[config.mk]
export PLATFORM = sky130hd
export DESIGN_NAME = bus_cycle_sequencer
export DESIGN_NICKNAME = d
export VERILOG_FILES = /design/src/rtl/bus_cycle_sequencer.sv
export SDC_FILE = /design/constraint.sdc
export NUM_CORES = 1
export LEC_CHECK = 0
export CAP_MARGIN = 25
export CORE_ASPECT_RATIO = 1.5
export CORE_MARGIN = 10
export CORE_UTILIZATION = 45
export CTS_CLUSTER_SIZE = 40
export DETAILED_ROUTE_END_ITERATION = 16
export PLACE_DENSITY = 0.79
export SLEW_MARGIN = 5
export SYNTH_ARGS = -nofsm -noshare
export SYNTH_HDL_FRONTEND = slang
export SYNTH_SLANG_ARGS = --single-unit
[constraint.sdc]
create_clock -name clk -period 2.2 [get_ports clk]
set_input_delay 0.44 -clock clk [delete_from_list [all_inputs] [get_ports clk]]
set_output_delay 0.44 -clock clk [all_outputs]
set_load 0.01 [all_outputs]
[src/rtl/bus_cycle_sequencer.sv]
// rtl/bus_cycle_sequencer.sv - control-bus field sequencer for fetch, read and write cycles
module bus_cycle_sequencer #(
    parameter int ADDR_WIDTH  = 16,
    parameter int DATA_WIDTH  = 8,
    parameter int ID_WIDTH    = 5,
    parameter int AMID_WIDTH  = 2,
    parameter int IR_BYTES    = 2,
    parameter int LEN_WIDTH   = 3,
    parameter int MEM_ID      = 4,
    parameter int IR_SID_BASE = 0,
    parameter int PC_AMID     = 0,
    parameter int HOST_AMID   = 1,
    parameter int WAIT_STATES = 0
) (
    input  logic                  clk,
    input  logic                  reset,
    input  logic                  cmd_valid,
    output logic                  cmd_ready,
    input  logic [1:0]            cmd_op,
    input  logic [LEN_WIDTH-1:0]  cmd_len,
    input  logic [ADDR_WIDTH-1:0] cmd_addr,
    input  logic [DATA_WIDTH-1:0] cmd_wdata,
    input  logic [DATA_WIDTH-1:0] data_bus_in,
    output logic [ADDR_WIDTH-1:0] addr_out,
    output logic [DATA_WIDTH-1:0] data_out,
    output logic                  data_oe,
    output logic [ID_WIDTH-1:0]   mid,
    output logic [ID_WIDTH-1:0]   sid,
    output logic [AMID_WIDTH-1:0] amid,
    output logic                  mid_en,
    output logic                  sid_en,
    output logic                  pc_inr,
    output logic                  rsp_valid,
    output logic [DATA_WIDTH-1:0] rsp_data,
    output logic                  rsp_err,
    output logic                  busy
);
    localparam int KW = (IR_BYTES > 1) ? $clog2(IR_BYTES) : 1;

    typedef enum logic [2:0] {IDLE, F_SETUP, F_XFER, R_ADDR, R_WAIT, R_CAPT, W_XFER} state_t;

    state_t                state_q, state_d;
    logic [KW-1:0]         k_q, k_d, last_q, last_d;
    logic [3:0]            wcnt_q, wcnt_d;
    logic [ADDR_WIDTH-1:0] addr_q, addr_d;
    logic [DATA_WIDTH-1:0] wdata_q, wdata_d;
    logic [31:0]           len_req;

    logic                  cmd_ready_q, cmd_ready_d;
    logic [ADDR_WIDTH-1:0] addr_out_q, addr_out_d;
    logic [DATA_WIDTH-1:0] data_out_q, data_out_d;
    logic                  data_oe_q, data_oe_d;
    logic [ID_WIDTH-1:0]   mid_q, mid_d, sid_q, sid_d;
    logic [AMID_WIDTH-1:0] amid_q, amid_d;
    logic                  mid_en_q, mid_en_d, sid_en_q, sid_en_d, pc_inr_q, pc_inr_d;
    logic                  rsp_valid_q, rsp_valid_d, rsp_err_q, rsp_err_d;
    logic [DATA_WIDTH-1:0] rsp_data_q, rsp_data_d;

    always_comb begin
        state_d     = state_q;
        k_d         = k_q;
        last_d      = last_q;
        wcnt_d      = wcnt_q;
        addr_d      = addr_q;
        wdata_d     = wdata_q;
        rsp_valid_d = 1'b0;
        rsp_err_d   = 1'b0;
        rsp_data_d  = rsp_data_q;
        len_req     = 32'(cmd_len);
        if (len_req == 32'd0 || len_req > 32'(IR_BYTES)) begin
            len_req = 32'(IR_BYTES);
        end

        case (state_q)
            IDLE: begin
                if (cmd_valid && cmd_ready_q) begin
                    addr_d  = cmd_addr;
                    wdata_d = cmd_wdata;
                    k_d     = '0;
                    wcnt_d  = '0;
                    last_d  = KW'(len_req - 32'd1);
                    case (cmd_op)
                        2'b00:   state_d = F_SETUP;
                        2'b01:   state_d = R_ADDR;
                        2'b10:   state_d = W_XFER;
                        default: begin
                            rsp_valid_d = 1'b1;
                            rsp_err_d   = 1'b1;
                        end
                    endcase
                end
            end
            F_SETUP: state_d = F_XFER;
            F_XFER: begin
                if (k_q == last_q) begin
                    state_d     = IDLE;
                    rsp_valid_d = 1'b1;
                end else begin
                    state_d = F_SETUP;
                    k_d     = k_q + 1'b1;
                end
            end
            R_ADDR: state_d = (WAIT_STATES == 0) ? R_CAPT : R_WAIT;
            R_WAIT: begin
                if (wcnt_q == 4'(WAIT_STATES - 1)) begin
                    state_d = R_CAPT;
                end else begin
                    wcnt_d = wcnt_q + 1'b1;
                end
            end
            R_CAPT: begin
                state_d     = IDLE;
                rsp_valid_d = 1'b1;
                rsp_data_d  = data_bus_in;
            end
            W_XFER: begin
                state_d     = IDLE;
                rsp_valid_d = 1'b1;
            end
            default: state_d = IDLE;
        endcase

        // Bus fields are decoded from the next state so they register in step with it.
        cmd_ready_d = (state_d == IDLE);
        addr_out_d  = '0;
        data_out_d  = '0;
        data_oe_d   = 1'b0;
        mid_d       = '0;
        sid_d       = '0;
        amid_d      = '0;
        mid_en_d    = 1'b0;
        sid_en_d    = 1'b0;
        pc_inr_d    = 1'b0;
        case (state_d)
            F_SETUP, F_XFER: begin
                amid_d   = AMID_WIDTH'(PC_AMID);
                mid_d    = ID_WIDTH'(MEM_ID);
                mid_en_d = 1'b1;
                if (state_d == F_XFER) begin
                    sid_d    = ID_WIDTH'(IR_SID_BASE) + ID_WIDTH'(k_d);
                    sid_en_d = 1'b1;
                    pc_inr_d = 1'b1;
                end
            end
            R_ADDR, R_WAIT, R_CAPT: begin
                amid_d     = AMID_WIDTH'(HOST_AMID);
                addr_out_d = addr_d;
                mid_d      = ID_WIDTH'(MEM_ID);
                mid_en_d   = 1'b1;
            end
            W_XFER: begin
                amid_d     = AMID_WIDTH'(HOST_AMID);
                addr_out_d = addr_d;
                data_out_d = wdata_d;
                data_oe_d  = 1'b1;
                sid_d      = ID_WIDTH'(MEM_ID);
                sid_en_d   = 1'b1;
            end
            default: ;
        endcase
    end

    always_ff @(posedge clk) begin
        if (reset) begin
            state_q     <= IDLE;
            k_q         <= '0;
            last_q      <= '0;
            wcnt_q      <= '0;
            addr_q      <= '0;
            wdata_q     <= '0;
            cmd_ready_q <= 1'b1;
            addr_out_q  <= '0;
            data_out_q  <= '0;
            data_oe_q   <= 1'b0;
            mid_q       <= '0;
            sid_q       <= '0;
            amid_q      <= '0;
            mid_en_q    <= 1'b0;
            sid_en_q    <= 1'b0;
            pc_inr_q    <= 1'b0;
            rsp_valid_q <= 1'b0;
            rsp_err_q   <= 1'b0;
            rsp_data_q  <= '0;
        end else begin
            state_q     <= state_d;
            k_q         <= k_d;
            last_q      <= last_d;
            wcnt_q      <= wcnt_d;
            addr_q      <= addr_d;
            wdata_q     <= wdata_d;
            cmd_ready_q <= cmd_ready_d;
            addr_out_q  <= addr_out_d;
            data_out_q  <= data_out_d;
            data_oe_q   <= data_oe_d;
            mid_q       <= mid_d;
            sid_q       <= sid_d;
            amid_q      <= amid_d;
            mid_en_q    <= mid_en_d;
            sid_en_q    <= sid_en_d;
            pc_inr_q    <= pc_inr_d;
            rsp_valid_q <= rsp_valid_d;
            rsp_err_q   <= rsp_err_d;
            rsp_data_q  <= rsp_data_d;
        end
    end

    assign cmd_ready = cmd_ready_q;
    assign busy      = ~cmd_ready_q;
    assign addr_out  = addr_out_q;
    assign data_out  = data_out_q;
    assign data_oe   = data_oe_q;
    assign mid       = mid_q;
    assign sid       = sid_q;
    assign amid      = amid_q;
    assign mid_en    = mid_en_q;
    assign sid_en    = sid_en_q;
    assign pc_inr    = pc_inr_q;
    assign rsp_valid = rsp_valid_q;
    assign rsp_data  = rsp_data_q;
    assign rsp_err   = rsp_err_q;
endmodule
; ---- Word-level counts from Yosys, hierarchy flattened
; Index checks and enable logic that the tools add are counted.
[totals]
ff_bits = 84
input_bits = 40
out_inout_bits = 52
word_cells = 92
[op_classes]
add_sub_neg = 3
n_lt_le_gt_ge = 1
n_eq_ne = 18
mux = 28
bitwise = 5
reduce_logical = 18
[op_table]
columns = operator, count
row1 = 16-bit two-way mux, 2
row2 = "3-bit equality test, second input constant", 6
row3 = 8-bit two-way mux, 2
row4 = 3-bit case mux with 5 select lines, 1
row5 = "3-bit by 2-bit equality test with 1-bit output, second input constant", 4
row6 = 1-bit two-way mux, 12
row7 = 2-bit OR reduction, 6
row8 = 3-bit zero test, 3
row9 = 3-bit two-way mux, 3
row10 = 3-bit case mux with 3 select lines, 1
row11 = 4-bit two-way mux, 2
row12 = 4-bit case mux with 2 select lines, 1
row13 = "3-bit by 1-bit equality test with 1-bit output, second input constant", 2
row14 = 3-bit case mux with 2 select lines, 1
row15 = 1-bit NOT, 5
row16 = 5-bit OR reduction, 1
row17 = "4-bit by 1-bit adder with 4-bit output, second input constant", 1
row18 = "4-bit equality test, second input constant", 1
row19 = "2-bit inequality test, second input constant", 2
row20 = 1-bit case mux with 2 select lines, 2
row21 = 4-bit OR reduction, 1
row22 = "3-bit by 2-bit greater-than comparator with 1-bit output, second input constant", 1
row23 = 1-bit case mux with 3 select lines, 1
row24 = 3-bit AND reduction, 1
row25 = other kinds (11), 11

; ---- Longest topological paths before layout
; Gate-level depths: netlist (run 1).
[depth]
ltp_word = 8
depth_mapped = 7
ltp_nobuf = 6

; ---- Least setup slack after synthesis (run 1)
; No wires, ideal clock.
[synth_path]
path_type = input -> register
from = in cmd_op[0]
to = reg addr_out_q[6] (netlist: addr_out[6])
setup_ps = 134
arrival_ps = 1764
required_time_ps = 2066
path_slack_ps = 302
cell_stages = 7
n_path_buf = 1
cell_sequence = inv_1 > ha_1 > and4b_1 > o21ai_1 > o31ai_2 > buf_2 > nor4_1
[synth_via]
elab_chain_cells = 8
word_cells_on_any_way = 13
classes_between = eq/ne (6) / mux (3) / bitwise (1) / reduce/logical (3)
[synth_lines]
columns = element, line
row1 = "start, declared", 19  ; input logic [1:0] cmd_op,
row2 = 2-bit equality test (tied with other cells), 82  ; case (cmd_op)
row3 = 3-bit case mux with 3 select lines *, 82
row4 = 3-bit two-way mux *, 76  ; if (cmd_valid && cmd_ready_q) begin
row5 = 3-bit case mux with 5 select lines *, 74  ; case (state_q)
row6 = 3-bit equality test or 3-bit by 2-bit equality test with 1-bit output (tied branches), 134  ; case (state_d)
row7 = 4-bit OR reduction (no line) *, n/a
row8 = 1-bit NOT (no line) *, n/a
row9 = 2-bit OR reduction (no line) *, n/a
row10 = "end signal, assigned", 192  ; addr_out_q <= addr_out_d;
row11 = "end, declared", 50  ; logic [ADDR_WIDTH-1:0] addr_out_q, addr_out_d;
; Mark *: on every way between the ends. The rest lies on a longest branch, timed or not.
; A chain may end at the register's enable or synchronous reset.

; ---- Final worst setup path (run 1)
[layout_path]
from = reg state_q[2]
to = reg data_out_q[2] (netlist: data_out[2])
[layout_via]
elab_chain_cells = 6
word_cells_on_any_way = 13
classes_between = eq/ne (5) / mux (5) / bitwise (1) / reduce/logical (2)
[layout_lines]
columns = element, line
row1 = "start, declared", 42  ; state_t state_q, state_d;
row2 = "start signal, assigned", 185  ; state_q <= state_d;
row3 = 3-bit case mux with 3 select lines, 82
row4 = 3-bit two-way mux, 76
row5 = 3-bit case mux with 5 select lines, 74
row6 = 3-bit equality test, 134
row7 = 1-bit NOT (no line), n/a
row8 = 2-bit OR reduction (no line), n/a
row9 = "end signal, assigned", 193  ; data_out_q <= data_out_d;
row10 = "end, declared", 51  ; logic [DATA_WIDTH-1:0] data_out_q, data_out_d;
; Several ways; a longest one is shown, not always the timed one.

==> results of run 1 <==
[power by group]
group	internal [W]	switching, W	total, W
combinational	0.000282	0.000248	0.000530
sequential	0.00141	0.0000346	0.00144
clock	0.000525	0.000486	0.00101
total	0.00222	0.000768	0.00299
[cell type report]
type | count | area (um2) | area share (%)
Multi-Input combinational cell | 170 | 1131 | 28.78
Sequential cell | 74 | 1481 | 37.69
Timing Repair Buffer | 103 | 1006 | 25.60
Clock buffer | 10 | 127.6 | 3.247
Clock inverter | 6 | 67.56 | 1.719
Tap cell | 72 | 90.09 | 2.292
Inverter | 7 | 26.28 | 0.6686
[cells in the final DEF, fill, tap and decap left out, types with 2 or more instances in the layout]
cell and count:
a21oi_1 4, a311oi_1 2, a31oi_1 2, and3_1 3, buf_12 2, buf_4 18, clkbuf_8 9, clkdlybuf4s50_1 80
clkinv_4 2, clkinvlp_4 2, conb_1 8, dfxtp_1 74, dlymetal6s2s_1 2, ha_1 6, inv_1 7, mux2i_1 33
nand2_1 6, nand3_1 3, nand3b_1 3, nor2_1 55, nor3_1 5, nor3b_1 2, nor4_1 13, nor4_2 2
o221a_2 2, or3_1 3
[cells in the mapped netlist, drive strengths merged]
| cell type | number | area (um2) |
|---|---|---|
| and3 | 3 | 18.77 |
| nand3b | 3 | 22.52 |
| xor2 | 1 | 8.760 |
| or4 | 1 | 7.510 |
| conb | 1 | 3.750 |
| inv | 7 | 26.28 |
| clkbuf | 7 | 26.28 |
| a311oi | 2 | 17.52 |
| or3 | 3 | 18.77 |
| nand2 | 6 | 22.52 |
| a31oi | 2 | 12.51 |
| buf | 19 | 137.6 |
| o221a | 2 | 22.52 |
| nand3 | 3 | 15.01 |
| o31a | 1 | 10.01 |
| and4b | 1 | 10.01 |
| nor3b | 2 | 15.01 |
| nand4bb | 1 | 11.26 |
| nor3 | 5 | 25.02 |
| o31ai | 1 | 12.51 |
| xnor2 | 1 | 8.760 |
| nor2 | 55 | 206.5 |
| or3b | 1 | 8.760 |
| a41oi | 1 | 8.760 |
| ha | 6 | 75.07 |
| a31o | 1 | 8.760 |
| a21oi | 4 | 20.02 |
| and2 | 2 | 16.27 |
| o21ai | 1 | 5.000 |
| o211ai | 2 | 20.02 |
| mux2i | 33 | 330.3 |
| and4bb | 1 | 12.51 |
| nor4b | 1 | 8.760 |
| a2111o | 1 | 11.26 |
| dfxtp | 74 | 1481 |
| nor4 | 15 | 93.84 |
[kinds of logic (layout without fill, tap and decap cells)]
family          count (synthesis)  count (layout)  synth area share [%]
buf+inv                        33             126                 6.891
fa+ha+maj                       6               6                 2.720
xor+xnor                        2               2                0.6347
flops                          74              74                 53.67
simple gates                  103             103                 18.59
mux                            33              33                 11.97
other cells                     1               8                0.1359
compound gates                 18              18                 5.394
[worst max path at each step]
stage	endpoint	slack (ps)	cells past startpoint
2_1_floorplan	addr_out[6]	300	7
3_3_place_gp	addr_out[15]	-290	8
3_5_place_dp	addr_out[8]	-320	9
4_1_cts	addr_out[13]	30	8
5_1_grt	data_out[2]	190	4
6_report	data_out[2]	300	4
[metal layers]
metal	share of wire, %	wire [um]	vias to the layer above
li1	-	-	1106
met1	36	2385	1027
met2	56	3720	60
met3	6.9	465	6
met4	1.9	130	0
met5	0	0	-
[per-stage QoR]
stage / util (%) / power, W / cells
2_1_floorplan: - / 0.001762 / 277
3_3_place_gp: 63.26 / 0.001992 / 426
3_5_place_dp: 63.26 / 0.002004 / 426
4_1_cts: 66.58 / 0.003021 / 442
5_1_grt: 66.94 / 0.003128 / 442
6_report: 66.94 / 0.002985 / 442
[critical path, delay by kind of cell (launching register included)]
kind,cells,cell delay (ps)
AOI/OAI and AO/OA,1,520
and+or+nand+nor,3,840
DFF,1,480
[state kept, by name, summed over array words and instances (netlist names)]
register and cells:
addr_out 16, addr_q 16, amid 1, cmd_ready 1, data_oe 1, data_out 8, k_q 1, last_q 1
mid 1, pc_inr 1, rsp_data 8, rsp_err 1, rsp_valid 1, sid 1, sid_en 1, state_q 3
wcnt_q 4, wdata_q 8
==> run_results.csv, run 1 <==
group,metric,value,unit
sta,totalNegativeSetupSlack,0,ps
clock_tree,insertion_delay,340,ps
floorplan,core_area,5871,um2
hold_path,min_path_type,"register to register",
detailed_routing,via_per_inst,4.975,
floorplan,die_h,115.9,um
clock_tree,postCtsSetupRepairBufs,0,
global_routing,grtUsageTotal,14.03,%
synthesis,yosys_warnings,0,
global_routing,met1_usage,13.82,%
global_routing,grt_overflow,0,
status,status,"finished, final reports clean",
worst_setup_path,cp_max_fo,9,
detailed_routing,dr.pass1.iters,4,
global_routing,busiest_layer,"met2",
clock_tree,root_buffer,"clkbuf_8",
clock_tree,cts_buffers,9,
floorplan,core.rowCount,34,
cells_and_area,stdcell_area,3930,um2
sta,period_needed,1904,ps
hold_path,hold_start,"wdata_q[1]",
floorplan,die-area,9731,um2
placement,gp_congestion,0.8913,
global_routing,antenna_found_initial,0,
pwr,p_per_area,759.7,nW/um2
cells_and_area,antenna_cells,0,
placement,dpl.hpwl,5193,um
worst_setup_path,worstSetupPathType,"register to register",
sta,final_hold_viol_count,0,
floorplan,ioPinCount,92,
hold_path,holdPathEnd,"wdata_q[1]",
placement,port-buffer-count,83,
synthesis,synth_area,2760,um2
worst_setup_path,worst_r2r_path_depth,4,
detailed_routing,ant_nets,0,
worst_setup_path,end_kind,"register",
sta,grt_setup_unrepaired,"false",
global_routing,grt_max_degree,24,
synthesis,synth_cell_type_count,40,
clock_tree,cts_hold_buffers,0,
cells_and_area,fill_cells,485,
detailed_routing,drc,0,
synthesis,syn_avg_cell_area,10.22,um2
worst_setup_path,reg2reg_to,"data_out[2]",
detailed_routing,first_iter_violations,168,
worst_setup_path,r2r_start,"state_q[2]",
synthesis,synthCells,270,
cells_and_area,drive_above_1_share,12.97,%
clock_tree,cts.htree.levels,3,
worst_setup_path,cpPeakStageDelay,520,ps
placement,postPlaceCellArea,3714,um2
worst_setup_path,cp.arrival,2180,ps
global_routing,grt_pass1_vias,2284,
global_routing,use_met3,4.635,%
placement,pre_cts_slack,-320.5,ps
clock_tree,cts_tree,"yes",
worst_setup_path,worstPathRequired,2470,ps
worst_setup_path,r2r_slack,300,ps
clock_tree,cts_buffer_depth,2,
pwr,leakagePower,1.703,nW
synthesis,synth-seq-cells,74,
sta,worst_pin_slew,636.9,ps
sta,slew_headroom,57.54,%
cells_and_area,area_delta_synth_final,42.38,%
detailed_routing,wl_per_cell,15.16,um
clock_tree,clk_pin_slew,80,ps
sta,clock_skew,10.01,ps
sta,drv_slew,0,
worst_setup_path,critPathLaunchType,"register",
global_routing,grtUsageMet2,25.27,%
worst_setup_path,crit_chain,"or3b_1 > and2_4 > a2111o_1 > nor2_1",
cells_and_area,final_nets,411,
sta,hold_slack,491.1,ps
sta,setup_viol,0,
hold_path,hold_path_depth,2,
sta,final.period_utilization,86.53,%
detailed_routing,vias,2199,
global_routing,grt_pass1_wl,11050,um
worst_setup_path,slowest_stage,"a2111o_1",
clock_tree,cts_num_sinks,74,
floorplan,dieWidth,83.95,um
worst_setup_path,critPathLaunch,"state_q[2]",
detailed_routing,wl,6702,um
run,max_cap_viol_count,0,
pwr,peakVddDrop,494.7,uV
clock_tree,ctsResizeCount,0,
sta,setup_ws,296.4,ps
synthesis,seq_area_frac_synth,53.67,%
sta,fmax,525.3,MHz
floorplan,start_util,47.02,%
(Power assumes the default switching activity.)
==> inputs of run 2 (changes only) <==
- SETUP_SLACK_MARGIN: not set -> 0.2
==> run_results.csv, run 2 (same netlist as run 1, synthesis figures left out) <==
group,metric,value,unit
status,status,"finished, final reports clean",
cells_and_area,finalNonFillerCells,443,
pwr,pwr-share-clk,33.9,%
detailed_routing,wl_per_cell,15.77,um
worst_setup_path,worst_r2r_path_depth,6,
floorplan,die_h,115.9,um
global_routing,grtUsageTotal,14.12,%
floorplan,core.rowCount,34,
cells_and_area,final_util,67.54,%
detailed_routing,first_iter_violations,186,
pwr,combPwrFrac,18.1,%
worst_setup_path,critPathLaunch,"cmd_valid",
worst_setup_path,worstSetupPathType,"input pin to register",
sta,setup_viol,0,
floorplan,ioPinCount,92,
detailed_routing,vias,2215,
cells_and_area,final_common_cell,"clkdlybuf4s50_1",
sta,drv_slew,0,
clock_tree,root_buffer,"clkbuf_8",
floorplan,start_util,47.02,%
detailed_routing,dr.pass1.iters,4,
hold_path,min_path_type,"register to register",
sta,final_hold_viol_count,0,
hold_path,holdPathEnd,"wdata_q[1]",
clock_tree,cts_hold_buffers,0,
placement,place_inst,426,
cells_and_area,antenna_cells,0,
sta,grt_setup_unrepaired,"true",
worst_setup_path,worstPathRequired,2480,ps
global_routing,grt_max_degree,24,
hold_path,hold_start,"wdata_q[1]",
sta,period_needed,1894,ps
clock_tree,insertion_delay,340,ps
pwr,peakVddDrop,515.0,uV
pwr,seqPwrFrac,48.0,%
detailed_routing,wl,6985,um
clock_tree,cts_buffers,9,
placement,gp_congestion,0.8913,
cells_and_area,final_nets,412,
clock_tree,cts_tree,"yes",
cells_and_area,drive_above_1_share,14.56,%
sta,fmax,528.0,MHz
clock_tree,cts.htree.levels,3,
cells_and_area,mostFrequentLayoutCells,"clkdlybuf4s50_1, dfxtp_1, nor2_1, mux2i_1, buf_4",
run,max_cap_viol_count,0,
floorplan,dieWidth,83.95,um
cells_and_area,area_delta_synth_final,43.65,%
clock_tree,cts_num_sinks,74,
global_routing,grt_overflow,0,
worst_setup_path,critPathLaunchType,"input pin",
global_routing,grt_pass1_vias,2316,
cells_and_area,ff_latch_area,1483,um2
floorplan,die-area,9731,um2
hold_path,hold_path_depth,2,
worst_setup_path,end_kind,"register",
detailed_routing,drc,0,
pwr,leakagePower,1.692,nW
pwr,switching_share,26.21,%
worst_setup_path,slowest_stage,"a2111o_1",
pwr,p_int,0.002219,W
cells_and_area,multi_input_area,1172,um2
worst_setup_path,r2r_slack,380,ps
clock_tree,cts_buffer_depth,2,
sta,worst_pin_slew,654.0,ps
worst_setup_path,cp_max_fo,6,
worst_setup_path,reg2reg_to,"addr_out[0]",
placement,dpl.hpwl,5193,um
detailed_routing,via_per_inst,5.000,
clock_tree,clk_pin_slew,80,ps
worst_setup_path,cp.arrival,2170,ps
sta,clock_skew,9.411,ps
worst_setup_path,r2r_start,"state_q[0]",
pwr,p_per_area,758.5,nW/um2
placement,port-buffer-count,83,
sta,final.period_utilization,86.09,%
global_routing,grt_pass1_wl,11140,um
pwr,switchingPower,0.0007884,W
worst_setup_path,crit_chain,"clkdlybuf4s50_1 > and4bb_2 > nand3b_1 > a2111o_1 > nor2_1",
clock_tree,postCtsSetupRepairBufs,0,
floorplan,core_area,5871,um2
sta,slew_headroom,56.40,%
detailed_routing,ant_nets,0,
worst_setup_path,cpPeakStageDelay,600,ps
cells_and_area,fill_cells,481,
global_routing,antenna_found_initial,0,
## run 2: changes by cell type in the layout (fill, tap and decap cells not counted)
| cell | delta |
|---|---|
| a2111o_1 | +1 |
| dfxtp_1 | -1 |
| dfxtp_2 | +1 |
| dlygate4sd2_1 | +2 |
| dlymetal6s2s_1 | -2 |
| nor3b_1 | -1 |
| nor3b_2 | +1 |
| nor4_1 | -3 |
| nor4_2 | +3 |
| nor4b_1 | -1 |
| nor4b_2 | +1 |
## run 2: worst max-delay path by stage
stage | cells past startpoint | slack (ps) | endpoint
floorplan | 7 | 300 | addr_out[6]
finish | 5 | 310 | data_out[5]
global route | 9 | 200 | addr_out[5]
detailed placement | 9 | -320 | addr_out[8]
global placement | 8 | -290 | addr_out[15]
CTS | 4 | 310 | data_out[2]
## run 2: layer usage
metal / wire length (um) / vias up / global-route usage, %
li1: - / 1111 / -
met5: 0 / - / 0
met3: 460 / 11 / 4.635
met2: 3831 / 69 / 25.78
met1: 2513 / 1024 / 13.65
met4: 180 / 0 / 8.175
## run 2: through the flow
stage | worst slack, ps | cell area (um2) | TNS [ps] | hold WS (ps) | power [W]
finish | 306.1 | 3965 | 0 | 493.7 | 0.003008
global route | 199.6 | 3965 | 0 | 521.3 | 0.003140
CTS | 310.4 | 3935 | 0 | 490.6 | 0.003029
detailed placement | -320.5 | 3714 | -7704 | 479.2 | 0.002004
global placement | -292.9 | 3714 | -6570 | 468.5 | 0.001992
floorplan | 302.0 | 2786 | 0 | 455.2 | 0.001762
## run 2: timing repair
action	in CTS	in global routing
setup endpoints to repair	27	4
gates cloned	0	1
pin swaps	0	2
gates resized for setup	7	4
## run 2: critical path: cells and delay by family
kind            cells  cell delay, ps
simple gates        3             610
compound gates      1             600
buf+inv             1             520
## run 2: area by class of cell
class,count,area share [%]
inverter,7,0.6627
sequential,74,37.39
clock inverter,6,1.704
clock buffer,10,3.219
multi-input combinational,171,29.57
tap,72,2.272
timing repair buffer,103,25.18
## run 2: power by group through the flow
stage          Combinational (W)  Sequential, W  Clock [W]
6_report                0.000545        0.00144    0.00102
5_1_grt                 0.000596        0.00145    0.00109
4_1_cts                 0.000539        0.00144    0.00105
3_5_place_dp            0.000529        0.00148          0
3_3_place_gp            0.000520        0.00147          0
2_1_floorplan           0.000290        0.00147          0
==> inputs of run 3 (changes only) <==
- HOLD_SLACK_MARGIN: not set -> 0.1
==> results of run 3 <==
No change in the layout: final DEF, timing and power equal those of run 2.
